### src/rtl/addr_latch_bank.sv
// Addressable latch bank: a synchronised write strobe updates one bit, or all bits, of a register.
// Optional feature macro ADDR_LATCH_SHADOW_EN: writes go to a staging register, and COMMIT copies it to Q.
module addr_latch_bank #(
    parameter int               WIDTH       = 8,
    parameter logic [WIDTH-1:0] INIT        = '0,
    parameter int               SYNC_STAGES = 2,
    localparam int              AW          = $clog2(WIDTH)
) (
    input  logic             CLK,
    input  logic             RESET,
    input  logic [AW-1:0]    ADDR,
    input  logic             DIN,
    input  logic [1:0]       MODE,
    input  logic             nBITW,
    input  logic             COMMIT,
    output logic [WIDTH-1:0] Q,
    output logic             CHANGED,
    output logic             PENDING
);

    typedef enum logic [1:0] {
        MODE_LATCH = 2'b00,
        MODE_DEMUX = 2'b01,
        MODE_CLEAR = 2'b10,
        MODE_SET   = 2'b11
    } mode_e;

    logic [SYNC_STAGES-1:0] sync_q, sync_d;
    logic [SYNC_STAGES-1:0] vld_q, vld_d;
    logic                   sync_prev_q, sync_prev_d;
    logic                   armed_q, armed_d;
    logic                   wr_event;
    logic [WIDTH-1:0]       q_q, q_d;
    logic                   changed_q, changed_d;
    mode_e                  wr_mode;

    assign wr_mode = mode_e'(MODE);

    function automatic logic [WIDTH-1:0] write_value(
        input logic [WIDTH-1:0] base,
        input mode_e            m,
        input logic [AW-1:0]    a,
        input logic             d
    );
        logic [WIDTH-1:0] v;
        v = base;
        case (m)
            MODE_LATCH: v[a] = d;
            MODE_DEMUX: begin
                v    = '0;
                v[a] = d;
            end
            MODE_CLEAR: v = '0;
            MODE_SET:   v = '1;
        endcase
        return v;
    endfunction

    // vld tracks which synchroniser stages hold real samples since reset. The bank
    // arms only after a real high has reached the output, so a strobe still held
    // low across reset release cannot produce a write.
    always_comb begin
        sync_d      = {sync_q[SYNC_STAGES-2:0], nBITW};
        vld_d       = {vld_q[SYNC_STAGES-2:0], 1'b1};
        sync_prev_d = sync_q[SYNC_STAGES-1];
        armed_d     = armed_q | (vld_q[SYNC_STAGES-1] & sync_q[SYNC_STAGES-1]);
        wr_event    = armed_q & sync_prev_q & ~sync_q[SYNC_STAGES-1];
    end

    // NOTE: state registers use non-blocking assignments so every flop samples pre-edge values.
    always_ff @(posedge CLK or posedge RESET) begin
        if (RESET) begin
            sync_q      <= '1;
            vld_q       <= '0;
            sync_prev_q <= 1'b1;
            armed_q     <= 1'b0;
            q_q         <= INIT;
            changed_q   <= 1'b0;
        end else begin
            sync_q      <= sync_d;
            vld_q       <= vld_d;
            sync_prev_q <= sync_prev_d;
            armed_q     <= armed_d;
            q_q         <= q_d;
            changed_q   <= changed_d;
        end
    end

`ifdef ADDR_LATCH_SHADOW_EN
    logic [WIDTH-1:0] s_q, s_d;
    logic             pending_q, pending_d;

    // A commit in the event cycle forwards the freshly written staging value.
    always_comb begin
        s_d = s_q;
        if (wr_event) begin
            s_d = write_value(s_q, wr_mode, ADDR, DIN);
        end
        q_d       = COMMIT ? s_d : q_q;
        pending_d = (s_d != q_d);
        changed_d = (q_d != q_q);
    end

    always_ff @(posedge CLK or posedge RESET) begin
        if (RESET) begin
            s_q       <= INIT;
            pending_q <= 1'b0;
        end else begin
            s_q       <= s_d;
            pending_q <= pending_d;
        end
    end

    assign PENDING = pending_q;
`else
    logic unused_commit;

    always_comb begin
        q_d = q_q;
        if (wr_event) begin
            q_d = write_value(q_q, wr_mode, ADDR, DIN);
        end
        changed_d = (q_d != q_q);
    end

    assign unused_commit = COMMIT;
    assign PENDING       = 1'b0;
`endif

    assign Q       = q_q;
    assign CHANGED = changed_q;

endmodule

### config.mk
export PLATFORM = sky130hd
export DESIGN_NAME = addr_latch_bank
export DESIGN_NICKNAME = d
export VERILOG_FILES = /design/src/rtl/addr_latch_bank.sv
export SDC_FILE = /design/constraint.sdc
export NUM_CORES = 1
export LEC_CHECK = 0
export CELL_PAD_IN_SITES_DETAIL_PLACEMENT = 0
export CELL_PAD_IN_SITES_GLOBAL_PLACEMENT = 1
export CORE_AREA = 2 2 54 56
export CTS_BUF_LIST = sky130_fd_sc_hd__clkbuf_4
export DETAILED_ROUTE_END_ITERATION = 8
export DIE_AREA = 0 0 56 58
export PLACE_DENSITY = 0.88
export SYNTH_ARGS = -nofsm -noshare
export SYNTH_HDL_FRONTEND = slang
export SYNTH_SLANG_ARGS = --single-unit
### constraint.sdc
create_clock -name CLK -period 3.3 [get_ports CLK]
set_clock_uncertainty 0.1 [all_clocks]
set_input_delay 0.495 -clock CLK [delete_from_list [all_inputs] [get_ports CLK]]
set_output_delay 0.495 -clock CLK [all_outputs]
set_load 0.02 [all_outputs]
==> results.sh, run 1 <==
export IMPL_core_area_um2=2660
export IMPL_placed_cell_area_um2=1240
export IMPL_finalSetupViolations=0
export IMPL_grt_pass1_wl_um=4350
export IMPL_avgSynthCellArea_um2=9.00
export IMPL_grt_start_max_net_pins=21
export IMPL_numCtsBuffers=3
export IMPL_max_freq_mhz=411
export IMPL_clk_latency_ns=0.29
export IMPL_antenna_found_initial=0
export IMPL_synth_warnings=0
export IMPL_finalNonFillerCells=167
export IMPL_slew_violations=0
export IMPL_crit_fanout=12
export IMPL_nNetsFinal=147
export IMPL_r2r_start="sync_prev_q$_DFF_PP1_"
export IMPL_p_clk_frac=0.189
export IMPL_rows=19
export IMPL_wirelength_um=2560
export IMPL_placed_cells_incl_taps=163
export IMPL_dpl_hpwl_um=1820
export IMPL_crit_path_start="ADDR[0]"
export IMPL_gp_congestion=0.879
export IMPL_drtIter0Drc=31
export IMPL_grt_ovfl_total=0
export IMPL_num_io_pins=20
export IMPL_ys_seq_area_frac=0.348
export IMPL_die_w_um=56
export IMPL_postCtsHoldBufs=0
export IMPL_cts_buffer_depth=2
export IMPL_rsz0062_at_grt="no"
export IMPL_async_reset_ff_frac=1.00
export IMPL_syn_to_final_growth_pct=16.3
export IMPL_pwr_share_seq=0.437
export IMPL_rrSetupSlack_ns=1.58
export IMPL_grt_usage=0.172
export IMPL_ant_nets=0
export IMPL_comb_power_share=0.375
export IMPL_swShare=0.372
export IMPL_viasPerCell=5.81
export IMPL_antenna_cells=0
export IMPL_die_area_um2=3250
export IMPL_cts_resized=0
export IMPL_grt_pass1_vias=972
export IMPL_worstSetupPathType="in2reg"
export IMPL_timing_rr_end="CHANGED$_DFF_PP0_"
export IMPL_hold_violations=0
export IMPL_reg2reg_depth=5
export IMPL_p_leak_nw=0.520
export IMPL_p_int_uw=359
export IMPL_irDropWorstVdd_v=0.000395
export IMPL_fin_area_um2=1270
export IMPL_maxCapViolCount=0
export IMPL_slew_headroom=0.572
export IMPL_end_kind="register"
export IMPL_synth_ff_type="dfrtp_1"
export IMPL_hp_class="reg2reg"
export IMPL_syn_inst=121
export IMPL_power_density_nw_per_um2=451
export IMPL_postSynthNetCount=131
export IMPL_cts_tree="yes"
export IMPL_whs_path_depth=0
export IMPL_min_period_ns=2.43
export IMPL_dr_pass1_iters=4
export IMPL_drc=0
export IMPL_cts_setup_buffers=0
export IMPL_tightest_slew_ns=0.640
export IMPL_run_status="finished, final reports clean"
export IMPL_yosys_register_bits=15
export IMPL_setup_tns_ns=0
export IMPL_syn_cell_area_um2=1090
export IMPL_path_clk_slew_ns=0.10
export IMPL_num_vias=971
export IMPL_switchingPower_uw=213
export IMPL_crit_path_end="CHANGED$_DFF_PP0_"
export IMPL_hp_start="sync_q[0]$_DFF_PP1_"
export IMPL_synth_edf_count=0
export IMPL_cp_arrival_ns=2.48
export IMPL_wire_per_inst_um=15.3
export IMPL_finalCritPeriodShare=0.737
export IMPL_initial_core_util=0.409
export IMPL_root_buffer="clkbuf_4"
export IMPL_io_buffers=17
export IMPL_drive_gt1_frac=0.132
export IMPL_cts_sinks=15
export IMPL_htree_num_levels=1
export IMPL_die_height_um=58
export IMPL_cp_start_kind="input pin"
export IMPL_yosysUniqueCellTypes=45
export IMPL_required_ns=3.35
flip-flops by register name, summed over array words and instances (netlist names):
name         cells
Q                8
CHANGED          1
sync_q           2
sync_prev_q      1
vld_q            2
armed_q          1
cell usage after synthesis, types with 2 or more instances:
cell / instances / share of area
buf_2: 2 / 0.0092
inv_1: 7 / 0.024
o21ai_0: 10 / 0.046
nand3_1: 2 / 0.0092
buf_6: 4 / 0.041
dfstp_2: 3 / 0.072
nor3_1: 2 / 0.0092
nand2b_1: 4 / 0.023
o32ai_1: 2 / 0.016
a31oi_1: 4 / 0.023
nand3b_1: 2 / 0.014
nor2_1: 11 / 0.038
conb_1: 2 / 0.0069
o22a_1: 2 / 0.016
mux2i_1: 7 / 0.064
a21oi_1: 12 / 0.055
nand2_1: 2 / 0.0069
nor2b_1: 2 / 0.011
dfrtp_1: 12 / 0.28
nor3b_1: 3 / 0.021
o21ai_1: 2 / 0.0092
layer usage:
layer	vias to the layer above	wire length, µm	global-route usage	part of all wire
met2	18	1290	0.316	0.51
met1	477	1160	0.195	0.45
met4	0	29	0.0510	0.011
li1	472	-	-	-
met5	-	0	0	0
met3	4	77	0.0469	0.030
worst max-delay path: stages:
cell	delay (ns)
clkdlybuf4s50_1	0.63
nand2b_1	0.36
o21a_1	0.21
o311a_2	0.37
nor4_1	0.28
a31oi_1	0.14
logic make-up after synthesis:
family	after synthesis	share of synthesized area
mux	8	0.0747
xor+xnor	1	0.00805
other cells	2	0.00690
flops	15	0.348
simple gates	36	0.208
buf+inv	16	0.0988
compound gates	43	0.255
layout by cell type (no fill, tap or decap), types with 2 or more instances in the layout:
master           instances
a21oi_1                 12
a31oi_1                  4
buf_4                    3
clkbuf_4                 3
clkdlybuf4s50_1         17
conb_1                   2
dfrtp_1                 12
dfstp_2                  3
inv_1                    7
mux2i_1                  7
nand2_1                  2
nand2b_1                 4
nand3_1                  2
nand3b_1                 2
nor2_1                  11
nor2b_1                  2
nor3_1                   2
nor3b_1                  3
o21ai_0                 10
o21ai_1                  2
o22a_1                   2
o32ai_1                  2
stage by stage:
step | util | worst slack [ns] | power, mW | hold WS (ns)
2_1_floorplan | - | 1.50 | 0.383 | 0.231
3_3_place_gp | 0.465 | 0.622 | 0.461 | 0.234
4_1_cts | 0.476 | 0.860 | 0.574 | 0.266
6_report | 0.476 | 0.867 | 0.571 | 0.263
5_1_grt | 0.476 | 0.755 | 0.604 | 0.270
3_5_place_dp | 0.465 | 0.554 | 0.466 | 0.251
final cells by class:
type / count / area (µm²)
well taps: 31 / 38.8
clock inverters: 1 / 5.00
fillers: 270 / 1400
repair buffers: 20 / 193
inverters: 7 / 26.3
flip-flops and latches: 15 / 379
clock buffers: 3 / 22.5
multi-input cells: 90 / 602
how the worst min path moves through the flow:
stage                                      to  slack (ns)
after floorplan            vld_q[1]$_DFF_PP0_        0.23
after global placement     vld_q[1]$_DFF_PP0_        0.23
after detailed placement   vld_q[1]$_DFF_PP0_        0.25
after CTS                 sync_q[1]$_DFF_PP1_        0.27
after global routing      sync_q[1]$_DFF_PP1_        0.27
final                     sync_q[1]$_DFF_PP1_        0.26
power by group through the flow:
stage	Clock (mW)	Sequential (mW)	Combinational, mW
floorplan	0	0.272	0.111
global placement	0	0.250	0.210
detailed placement	0	0.252	0.214
CTS	0.110	0.249	0.215
global route	0.118	0.254	0.231
finish	0.108	0.249	0.214
Note: power is estimated with default switching activity, not from simulation.
==> inputs of run 2 (changes only) <==
CORE_AREA = 2 2 56 58   (was 2 2 54 56)
DIE_AREA = 0 0 58 60   (was 0 0 56 58)
PLACE_DENSITY = 0.83   (was 0.88)
clock period = 2.3 ns   (was 3.3 ns; I/O delays follow)
==> run 2 against run 1 <==
  * Flip-flop and latch count did not move
  * Routed wire length fell by 0.20%
  * Clock power rose by 40%
  * Power rose by 46%
  * Cell count rose by 7.8%
  * Sequential share of layout area fell by 1.9 points
  * Die area rose by 7.1%
  * Combinational power rose by 51%
  * Register-to-register slack got worse by 0.94 ns
  * First-iteration DRC count rose by 110%
  * Cell area rose by 6.9%
  * Critical path type unchanged
  * Critical endpoint unchanged
==> results.sh, run 2 (same netlist as run 1, synthesis figures left out) <==
export IMPL_grt_met1_usage=0.209
export IMPL_finalNonFillerCells=180
export IMPL_cts_buffer_depth=2
export IMPL_p_leak_nw=0.573
export IMPL_cts_tree="yes"
export IMPL_rsz0062_at_grt="no"
export IMPL_antenna_cells=0
export IMPL_wirelength_um=2550
export IMPL_min_period_ns=1.98
export IMPL_finalCritPeriodShare=0.862
export IMPL_cts_sinks=15
export IMPL_cp_top_family="buffers and inverters"
export IMPL_gp_congestion=0.858
export IMPL_worstPathCellList="clkdlybuf4s50_1 -> buf_4 -> and3b_2 -> a32oi_1 -> o2111ai_1 -> nor4_1 -> a31oi_1"
export IMPL_cts_resized=0
export IMPL_die_height_um=60
export IMPL_end_kind="register"
export IMPL_viasPerCell=5.62
export IMPL_run_status="finished, final reports clean"
export IMPL_finalSetupViolations=0
export IMPL_gr_usage_met2=0.256
export IMPL_fin_ws_ns=0.316
export IMPL_grt_usage=0.154
export IMPL_irDropWorstVdd_v=0.000367
export IMPL_grt_pass1_vias=925
export IMPL_clk_latency_ns=0.27
export IMPL_cpMaxStageDelayCell="clkdlybuf4s50_1"
export IMPL_required_ns=2.33
export IMPL_drc=0
export IMPL_grt_pass1_wl_um=4220
export IMPL_grt_ovfl_total=0
export IMPL_syn_to_final_growth_pct=24.4
export IMPL_cts_setup_buffers=0
export IMPL_hold_violations=0
export IMPL_hp_start="sync_q[0]$_DFF_PP1_"
export IMPL_layout_commonest_cell="clkdlybuf4s50_1"
export IMPL_setup_tns_ns=0
export IMPL_die_area_um2=3480
export IMPL_crit_path_start="ADDR[2]"
export IMPL_tightest_slew_ns=0.523
export IMPL_postCtsHoldBufs=0
export IMPL_r2r_start="Q[1]$_DFF_PP0_"
export IMPL_cp_slowest_stage_delay_ns=0.50
export IMPL_initial_core_util=0.375
export IMPL_hp_class="reg2reg"
export IMPL_drive_gt1_frac=0.197
export IMPL_power_density_nw_per_um2=616
export IMPL_slew_headroom=0.651
export IMPL_max_freq_mhz=504
export IMPL_wire_per_inst_um=14.2
export IMPL_cp_start_kind="input pin"
export IMPL_htree_num_levels=1
export IMPL_nFillCells=293
export IMPL_crit_fanout=10
export IMPL_nNetsFinal=158
export IMPL_path_clk_slew_ns=0.08
export IMPL_antenna_found_initial=0
export IMPL_slew_violations=0
export IMPL_rows=20
export IMPL_die_w_um=58
export IMPL_dpl_hpwl_um=1950
export IMPL_maxCapViolCount=0
export IMPL_cp_arrival_ns=2.02
export IMPL_ant_nets=0
export IMPL_num_io_pins=20
export IMPL_placed_cells_incl_taps=176
export IMPL_numCtsBuffers=3
export IMPL_mostFrequentLayoutCells="clkdlybuf4s50_1, buf_4, dfrtp_1, a21oi_1, nor2_1"
export IMPL_root_buffer="clkbuf_4"
export IMPL_dr_pass1_iters=4
export IMPL_core_area_um2=2900
export IMPL_busiest_layer="met2"
export IMPL_critical_path_buf_inv_count=2
export IMPL_io_buffers=17
export IMPL_num_vias=1012
export IMPL_worstSetupPathType="in2reg"
export IMPL_largest_reg_flops=8
export IMPL_grt_use_met3=0.0130
export IMPL_detailedPlace_worstSlack_ns=0.0418
export IMPL_grt_start_max_net_pins=20
export IMPL_drtIter0Drc=65
## run 2: cell count changes in the layout (fill, tap and decap cells not counted)
cell,delta
buf_4,+11
clkbuf_4,+1
clkinv_2,-1
## run 2: path summary, 6_finish.rpt
kind                            slack, ns  cells after the start                   to
worst max-delay path                 0.32                      7    CHANGED$_DFF_PP0_
worst min-delay path                 0.26                      0  sync_q[1]$_DFF_PP1_
worst max register to register       0.64                      4    CHANGED$_DFF_PP0_
worst min register to register       0.26                      0  sync_q[1]$_DFF_PP1_
max in group asynchronous            1.44                      2  sync_q[1]$_DFF_PP1_
min in group asynchronous            0.30                      2       Q[4]$_DFF_PP0_
## run 2: where the power goes
| part | switching, mW | leakage (nW) | internal, mW |
|---|---|---|---|
| Combinational | 0.165 | 0.383 | 0.158 |
| Sequential | 0.0560 | 0.172 | 0.304 |
| Clock | 0.0723 | 0.0184 | 0.0789 |
| Total | 0.293 | 0.573 | 0.540 |
## run 2: area by class of cell
cell class / instances / area [µm²] / area share
clock buffers: 4 / 30.0 / 0.0222
inverters: 7 / 26.3 / 0.0194
multi-input cells: 90 / 602 / 0.445
flip-flops and latches: 15 / 379 / 0.280
well taps: 33 / 41.3 / 0.0305
repair buffers: 31 / 275 / 0.203
## run 2: metrics by stage
step / cell area, µm² / util / hold slack (ns) / power [mW]
2_1_floorplan: 1090 / - / 0.144 / 0.549
3_3_place_gp: 1320 / 0.456 / 0.238 / 0.679
3_5_place_dp: 1320 / 0.456 / 0.252 / 0.686
4_1_cts: 1350 / 0.466 / 0.264 / 0.842
5_1_grt: 1350 / 0.466 / 0.268 / 0.889
6_report: 1350 / 0.466 / 0.261 / 0.833
## run 2: per-layer routing
layer	routed length, µm	part of all wire
met3	160	0.063
met1	1140	0.45
met2	1250	0.49
met5	0	0
met4	0	0
